### src/rtl/shift_load_controller.sv
// Sequencer that loads a parallel word, MSB first, into a serial-in shift register
// and keeps a shadow copy of the register contents.
//
// state   | meaning
// IDLE    | waiting for start; captures data_in on the accepting edge
// CLEAR   | one cycle with sr_reset high before shifting
// SHIFT   | WIDTH cycles driving sr_in with sr_shift high, MSB first
// DONE    | one-cycle done pulse; shadow holds the loaded word
// ABORT   | one cycle with sr_reset high after a cancelled load
module shift_load_controller #(
    parameter int WIDTH       = 4,
    parameter bit CLEAR_FIRST = 1'b1
) (
    input  logic             clock,
    input  logic             reset,
    input  logic             start,
    input  logic             abort,
    input  logic [WIDTH-1:0] data_in,
    output logic             busy,
    output logic             done,
    output logic             sr_in,
    output logic             sr_shift,
    output logic             sr_reset,
    output logic [WIDTH-1:0] shadow
);

    localparam int CW = (WIDTH > 2) ? $clog2(WIDTH) : 1;
    localparam logic [CW-1:0] LAST = CW'(WIDTH - 1);

    typedef enum logic [2:0] {
        S_IDLE,
        S_CLEAR,
        S_SHIFT,
        S_DONE,
        S_ABORT
    } state_t;

    state_t           state;
    logic [CW-1:0]    count;
    logic [WIDTH-1:0] word;

    // word is the captured load, consumed MSB-first so sr_in is always word[WIDTH-1]
    always_ff @(posedge clock) begin
        if (reset) begin
            state    <= S_IDLE;
            count    <= '0;
            word     <= '0;
            shadow   <= '0;
            busy     <= 1'b0;
            done     <= 1'b0;
            sr_in    <= 1'b0;
            sr_shift <= 1'b0;
            sr_reset <= 1'b0;
        end else begin
            if (sr_reset) begin
                shadow <= '0;
            end else if (sr_shift) begin
                shadow <= {shadow[WIDTH-2:0], sr_in};
            end

            busy     <= 1'b0;
            done     <= 1'b0;
            sr_in    <= 1'b0;
            sr_shift <= 1'b0;
            sr_reset <= 1'b0;

            case (state)
                S_IDLE: begin
                    if (start) begin
                        count <= '0;
                        busy  <= 1'b1;
                        if (CLEAR_FIRST) begin
                            state    <= S_CLEAR;
                            word     <= data_in;
                            sr_reset <= 1'b1;
                        end else begin
                            state    <= S_SHIFT;
                            word     <= {data_in[WIDTH-2:0], 1'b0};
                            sr_in    <= data_in[WIDTH-1];
                            sr_shift <= 1'b1;
                        end
                    end
                end
                S_CLEAR: begin
                    busy <= 1'b1;
                    if (abort) begin
                        state    <= S_ABORT;
                        sr_reset <= 1'b1;
                    end else begin
                        state    <= S_SHIFT;
                        sr_in    <= word[WIDTH-1];
                        sr_shift <= 1'b1;
                        word     <= {word[WIDTH-2:0], 1'b0};
                    end
                end
                S_SHIFT: begin
                    if (abort) begin
                        state    <= S_ABORT;
                        busy     <= 1'b1;
                        sr_reset <= 1'b1;
                    end else if (count == LAST) begin
                        state <= S_DONE;
                        done  <= 1'b1;
                    end else begin
                        count    <= count + 1'b1;
                        busy     <= 1'b1;
                        sr_in    <= word[WIDTH-1];
                        sr_shift <= 1'b1;
                        word     <= {word[WIDTH-2:0], 1'b0};
                    end
                end
                S_DONE: begin
                    state <= S_IDLE;
                end
                S_ABORT: begin
                    state <= S_IDLE;
                end
                default: begin
                    state <= S_IDLE;
                end
            endcase
        end
    end

endmodule

### config.mk
export PLATFORM = sky130hd
export DESIGN_NAME = shift_load_controller
export DESIGN_NICKNAME = d
export VERILOG_FILES = /design/src/rtl/shift_load_controller.sv
export SDC_FILE = /design/constraint.sdc
export NUM_CORES = 1
export LEC_CHECK = 0
export BUFFER_PORTS_ARGS = -buffer_cell sky130_fd_sc_hd__buf_2
export CORE_ASPECT_RATIO = 0.5
export CORE_UTILIZATION = 30
export CTS_BUF_LIST = sky130_fd_sc_hd__clkbuf_2 sky130_fd_sc_hd__clkbuf_4 sky130_fd_sc_hd__clkbuf_8
export DETAILED_ROUTE_END_ITERATION = 7
export PLACE_DENSITY = 0.49
export SYNTH_ARGS = -nofsm -noshare
export SYNTH_HDL_FRONTEND = slang
export SYNTH_SLANG_ARGS = --single-unit
export TNS_END_PERCENT = 50
### constraint.sdc
create_clock -name clock -period 1.75 [get_ports clock]
set_clock_uncertainty 0.15 [all_clocks]
set_input_delay 0.0875 -clock clock [delete_from_list [all_inputs] [get_ports clock]]
set_output_delay 0.0875 -clock clock [all_outputs]
set_load 0.03 [all_outputs]
==> metrics.log, run 1 <==
[metrics] worst path arrival time: 1.61 ns
[metrics] detail-routed net length per standard cell: 11.7 µm
[metrics] number of routed nets with antenna violations: 0
[metrics] Worst Max-Slew Pin Slew: 0.424 ns
[metrics] final critical-path share of the clock period: 91.3%
[metrics] total of warnings raised by yosys: 0
[metrics] initial antenna violation count: 0
[metrics] flip-flop and latch area: 362 µm²
[metrics] count of buffers inserted at the top-level ports: 16
[metrics] Synthesized Nets: 97
[metrics] most frequent standard cell in the layout excluding fill and tap cells: dfxtp_1
[metrics] number of post-CTS setup repair buffers: 0
[metrics] die area: 3070 µm²
[metrics] Avg Inst Size Synth: 9.81 µm²
[metrics] TritonCTS clock tree: built
[metrics] setup repair after global routing missed its margin: false
[metrics] worst hold-check slack: -0.00498 ns
[metrics] Die X: 77.4 µm
[metrics] Synth Cell Area: 853 µm²
[metrics] num rows: 13
[metrics] DRC violations left: 0
[metrics] die height: 39.7 µm
[metrics] clock root buffer: clkbuf_8
[metrics] area used by multi-input combinational logic: 444 µm²
[metrics] later-pin clock latency in the skew report: 0.26 ns
[metrics] most frequently used flop master after synthesis: dfxtp_1
[metrics] Core Footprint: 2650 µm²
[metrics] required time worst endpoint: 1.77 ns
[metrics] maximum VDD drop: 296 µV
[metrics] detail-routed via count per cell: 4.75
[metrics] start-to-end type of the worst setup path: in2reg
[metrics] Filler Cells Inserted: 273
[metrics] highest clock frequency the design can meet: 626 MHz
[metrics] crit path launch type: input port
[metrics] max cap viols: 0
[metrics] area growth from synthesis to layout: 24.0%
[metrics] kind of end point of the critical path: flip-flop
[metrics] CTS Buf Count: 3
[metrics] initial core utilization: 32.2%
[metrics] first-pass iteration count of the detailed router: 4
[metrics] outcome: finished, violations left
[metrics] part of the Yosys area used for sequential elements: 42.2%
[metrics] Rel. slew slack: 71.5%
[metrics] number of I/O pins: 17
[metrics] number of antenna repair diodes: 0
[metrics] Setup-failing EPs final: 0
[metrics] TritonCTS sink count: 18
[metrics] violation count after the first detailed-route iteration: 47
[metrics] kind of cell with the highest combined delay on the critical path: buffers and inverters
[metrics] violated checks: hold timing
[metrics] wire length of the first global-routing pass: 3.02 mm
[metrics] RD Place Congestion: 0.719
[metrics] pin count of the biggest net entering global routing: 13
[metrics] maximum clock path buffer count: 2
[metrics] overall routed net length: 1.69 mm
[metrics] clock-pin slew of the registers on the worst-case setup and hold paths: 0.07 ns
[metrics] final hold viol count: 1
[metrics] Overflow after GRT: 0
[metrics] synthesized instance count: 87
[metrics] H-Tree Depth: 1
[metrics] HPWL reported at the end of detailed placement: 1.20 mm
[metrics] count of vias placed by the detailed router: 689
[metrics] Setup Total Neg Slack: 0 ns
[metrics] largest stage delay on the critical path: 0.52 ns
[metrics] NumNets Final: 119
[metrics] Final Core Density: 39.9%
[metrics] max-slew violations: 0
[metrics] min cycle time layout: 1.60 ns
[metrics] combined global-route utilization of all metal layers: 13.5%
[metrics] cell type of the slowest stage on the worst timing path: dlygate4sd3_1
[metrics] vias in the first global route: 657
[metrics] number of enable-type register cells in the synthesized netlist: 0
[metrics] power density normalized to cell area: 869 nW/µm²
[metrics] list of cells traversed by the critical path: dlygate4sd3_1 -> buf_2 -> nand2b_4 -> a211oi_4 -> nor3_1 -> a311oi_1
[metrics] standby leakage power: 0.436 nW
[metrics] total of flip-flops plus latches after synthesis: 18
[metrics] WP buf/inv: 2
[metrics] leading cell types in the layout, fill and taps excluded: dfxtp_1 (17), buf_2 (16), nor3_1 (9)
[metrics] Worst Path Max Fanout: 9
[metrics] share of post-route cells with drive strength above 1: 28.7%
[metrics] count of distinct cell types in the synthesized netlist: 26
[metrics] async set or reset register ratio after synthesis: 0%
[metrics] kind of path behind the tightest hold check: in2reg
-- metal layers --
metal  global-route usage, %  share of wire (%)  vias to the layer above
li1                        -                  -                      349
met1                    16.2                 50                      317
met2                    23.0                 43                       21
met5                       0                  0                        -
met4                    4.72               0.71                        0
met3                    4.88                6.4                        2
-- registers in the layout (all words and copies together) (netlist names) --
| name | cells |
|---|---|
| busy | 1 |
| count | 2 |
| done | 1 |
| shadow | 4 |
| sr_in | 1 |
| sr_reset | 1 |
| sr_shift | 1 |
| state | 3 |
| word | 4 |
-- synth_stat cells, types with 2 or more instances --
library cell	count	area [µm²]
a21oi_1	4	20.0
a311oi_1	3	26.3
and3_1	2	12.5
buf_6	4	45.0
clkbuf_1	2	7.51
dfxtp_1	18	360
ha_1	2	25.0
mux2i_1	5	50.1
nand2_1	5	18.8
nand2b_4	3	41.3
nor2_1	8	30.0
nor2b_1	2	12.5
nor3_1	9	45.0
o21ai_0	7	35.0
or2_2	2	12.5
-- area by class of cell --
type,count,share of cell area [%]
sequential,18,34.2
inverter,1,0.355
multi-input combinational,62,42.0
tap,37,4.37
timing repair buffer,23,13.9
clock buffer,4,5.20
-- per-stage QoR --
step	setup slack [ns]	instance area (µm²)	total power, mW	hold slack, ns	std cells
final	0.151	1060	0.919	-0.00498	145
after floorplan	0.317	853	0.546	0.0920	87
after CTS	0.0971	1050	0.927	0.000294	145
after global routing	0.00849	1060	0.973	0.00430	145
after detailed placement	0.0938	935	0.569	0.219	135
after global placement	0.163	935	0.571	0.226	135
-- worst paths after layout --
| kind | startpoint | endpoint | slack, ns | cells past startpoint |
|---|---|---|---|---|
| max | abort | word[2] | 0.15 | 6 |
| min reg2reg | word[3] | sr_in | 0.34 | 1 |
| max reg2reg | state[1] | word[2] | 0.15 | 4 |
| min | reset | count[1] | -0.005 | 2 |
-- power breakdown --
group	switching, mW	internal [mW]
clock network	0.146	0.200
registers	0.0213	0.429
logic	0.0638	0.0593
total	0.231	0.689
-- timing repair --
action,in CTS,in global routing
hold endpoints to repair,7,0
setup endpoints to repair,0,3
hold buffers,6,0
resized for setup,0,2
-- logic make-up (layout without fill, tap and decap cells) --
group	count (synthesis)	after routing	synth area share (%)
AOI/OAI and AO/OA	18	18	15.1
adders and majority gates	2	2	2.93
and+or+nand+nor	36	36	26.2
buffers and inverters	7	28	6.60
muxes	5	5	5.87
xor gates and xnor gates	1	1	1.03
DFF	18	18	42.2
Note: power is estimated with default switching activity, not from simulation.
==> run 2, diff against run 1 <==
--- a/config.mk
+++ b/config.mk
@@ -7,10 +7,11 @@
 export LEC_CHECK = 0
 export BUFFER_PORTS_ARGS = -buffer_cell sky130_fd_sc_hd__buf_2
 export CORE_ASPECT_RATIO = 0.5
+export CORE_MARGIN = 3
 export CORE_UTILIZATION = 30
 export CTS_BUF_LIST = sky130_fd_sc_hd__clkbuf_2 sky130_fd_sc_hd__clkbuf_4 sky130_fd_sc_hd__clkbuf_8
 export DETAILED_ROUTE_END_ITERATION = 7
-export PLACE_DENSITY = 0.49
+export PLACE_DENSITY = 0.51
 export SYNTH_ARGS = -nofsm -noshare
 export SYNTH_HDL_FRONTEND = slang
 export SYNTH_SLANG_ARGS = --single-unit
==> run 2 against run 1 <==
The flow still finishes with violations (hold timing). First-iteration DRC count decreased by 38%. Critical path type unchanged. Highest routed layer unchanged. Cell count is 2.1% lower. Setup slack got worse by 0.044 ns. Critical endpoint is now word[1]. Flip-flop and latch count stayed put. Non-clock buffer count decreased by 1. Wire length is 1.6% lower. Clock power decreased by 3%. Sequential power barely moved. Combinational power is essentially flat. Global-route usage fell by 2.5 points.
==> metrics.log, run 2 (same netlist as run 1, synthesis figures left out) <==
[metrics] die height: 43.7 µm (+10%)
[metrics] count of buffers inserted at the top-level ports: 16 (unchanged)
[metrics] worst hold-check slack: -0.000864 ns (+0.00411 ns)
[metrics] violation count after the first detailed-route iteration: 29 (-38%)
[metrics] r2r startpoint: state[1]
[metrics] TritonCTS clock tree: built
[metrics] required time worst endpoint: 1.76 ns (about the same)
[metrics] hold path endpoint: word[3]
[metrics] kind of path behind the tightest hold check: in2reg
[metrics] total power after layout: 0.907 mW (-1.3%)
[metrics] Final Core Density: 42.9% (+3.0 points)
[metrics] share of post-route cells with drive strength above 1: 29.0% (+0.27 points)
[metrics] max cap viols: 0 (unchanged)
[metrics] crit path launch type: input port
[metrics] maximum clock path buffer count: 2 (unchanged)
[metrics] count of vias placed by the detailed router: 661 (-4.1%)
[metrics] number of antenna repair diodes: 0 (unchanged)
[metrics] vias in the first global route: 627 (-4.6%)
[metrics] detail-routed net length per standard cell: 11.7 µm (+0.48%)
[metrics] wire length of the first global-routing pass: 2.90 mm (-4.1%)
[metrics] RD Place Congestion: 0.731 (+1.6%)
[metrics] flip-flop and latch area: 363 µm² (+0.35%)
[metrics] pin count of the biggest net entering global routing: 13 (unchanged)
[metrics] start-to-end type of the worst setup path: in2reg
[metrics] leading cell types in the layout, fill and taps excluded: dfxtp_1 (16), buf_2 (16), nor3_1 (9)
[metrics] registers with the most flip-flops: shadow x4, word x4, state x3
[metrics] H-Tree Depth: 1 (unchanged)
[metrics] min cycle time layout: 1.64 ns (+0.0442 ns)
[metrics] area growth from synthesis to layout: 23.0%
[metrics] hold path startpoint: data_in[3]
[metrics] register-to-register setup slack: 0.15 ns (about the same)
[metrics] later-pin clock latency in the skew report: 0.25 ns (about the same)
[metrics] number of routed nets with antenna violations: 0 (unchanged)
[metrics] die area: 3560 µm² (+16%)
[metrics] Rel. slew slack: 72.0% (+0.44 points)
[metrics] Filler Cells Inserted: 246 (-9.9%)
[metrics] HPWL reported at the end of detailed placement: 1.25 mm (+3.7%)
[metrics] DRC violations left: 0 (unchanged)
[metrics] detail-routed via count per cell: 4.65 (-2.0%)
[metrics] TritonCTS sink count: 18 (unchanged)
[metrics] clock-pin slew of the registers on the worst-case setup and hold paths: 0.06 ns (about the same)
[metrics] Setup Total Neg Slack: 0 ns (unchanged)
[metrics] number of cells traversed by the worst hold path: 3 (+1)
[metrics] overall routed net length: 1.66 mm (-1.6%)
[metrics] initial core utilization: 34.9% (+2.7 points)
[metrics] number of I/O pins: 17 (unchanged)
[metrics] first-pass iteration count of the detailed router: 4 (unchanged)
[metrics] CTS Buf Count: 3 (unchanged)
[metrics] highest clock frequency the design can meet: 609 MHz (-2.7%)
[metrics] cells on worst reg2reg path: 4 (unchanged)
[metrics] Overflow after GRT: 0 (unchanged)
[metrics] initial antenna violation count: 0 (unchanged)
[metrics] number of post-CTS setup repair buffers: 0 (unchanged)
[metrics] final critical-path share of the clock period: 93.9% (+2.5 points)
[metrics] combined global-route utilization of all metal layers: 11.0% (-2.5 points)
[metrics] outcome: finished, violations left
[metrics] worst reg2reg endpoint: word[1]
[metrics] final hold viol count: 1 (unchanged)
[metrics] Worst Path Max Fanout: 9 (unchanged)
[metrics] clock root buffer: clkbuf_8
[metrics] max-slew violations: 0 (unchanged)
[metrics] post-placement worst setup slack: 0.0405 ns (-0.0533 ns)
[metrics] worst path arrival time: 1.65 ns (+0.04 ns)
[metrics] Worst Max-Slew Pin Slew: 0.417 ns (-0.00659 ns)
[metrics] setup repair after global routing missed its margin: false
[metrics] area used by multi-input combinational logic: 444 µm² (unchanged)
[metrics] num rows: 12 (-1)
[metrics] power density normalized to cell area: 864 nW/µm² (-0.50%)
[metrics] standby leakage power: 0.430 nW (-1.3%)
[metrics] maximum VDD drop: 309 µV (+4.5%)
[metrics] kind of end point of the critical path: flip-flop
[metrics] violated checks: hold timing
[metrics] NumNets Final: 118 (-0.84%)
[metrics] Core Footprint: 2450 µm² (-7.7%)
[metrics] Setup-failing EPs final: 0 (unchanged)
[metrics] post-route setup slack: 0.107 ns (-0.0442 ns)
[metrics] Die X: 81.4 µm (+5.2%)
==> run 2: per-layer routing <==
layer / track usage (%) / vias to the layer above / routed length [µm]
met5: 0 / - / 0
met4: 3.37 / 0 / 27
met3: 5.81 / 4 / 129
met2: 15.5 / 21 / 646
met1: 14.4 / 283 / 859
li1: - / 353 / -
==> run 2: area by class of cell <==
cell class,instances,share of cell area (%)
Timing Repair Buffer,22,13.3
Inverter,1,0.358
Sequential cell,18,34.6
Clock buffer,4,5.24
Tap cell,35,4.17
Multi-Input combinational cell,62,42.3
==> run 2: worst max-delay path by stage <==
| stage | start | endpoint | slack, ns |
|---|---|---|---|
| 6_report | abort | word[1] | 0.11 |
| 4_1_cts | state[0] | word[3] | 0.05 |
| 3_5_place_dp | state[0] | word[3] | 0.04 |
| 3_3_place_gp | state[0] | word[3] | 0.15 |
| 5_1_grt | abort | word[3] | 0.005 |
| 2_1_floorplan | count[0] | word[3] | 0.32 |
==> run 2: worst max-delay path: stages <==
cell and delay (ns):
dlygate4sd3_1 0.53, buf_2 0.19, nand2b_4 0.17, a211oi_4 0.31
nor3_1 0.09, a311oi_1 0.27
==> run 2: through the flow <==
step           area (µm²)  instances
4_1_cts              1040        142
6_report             1050        142
2_1_floorplan         853         87
3_3_place_gp          925        132
3_5_place_dp          925        132
5_1_grt              1050        142
==> run 2: repair_timing <==
item / in CTS / in global routing
endpoints found under the setup margin: 0 / 3
hold endpoints to repair: 6 / 0
resized for setup: 0 / 3
hold buffers: 6 / 0
==> run 2: report_power, final <==
group	total, mW	internal, mW	switching [mW]
sequential	0.451	0.429	0.0221
clock	0.335	0.200	0.135
combinational	0.121	0.0587	0.0624
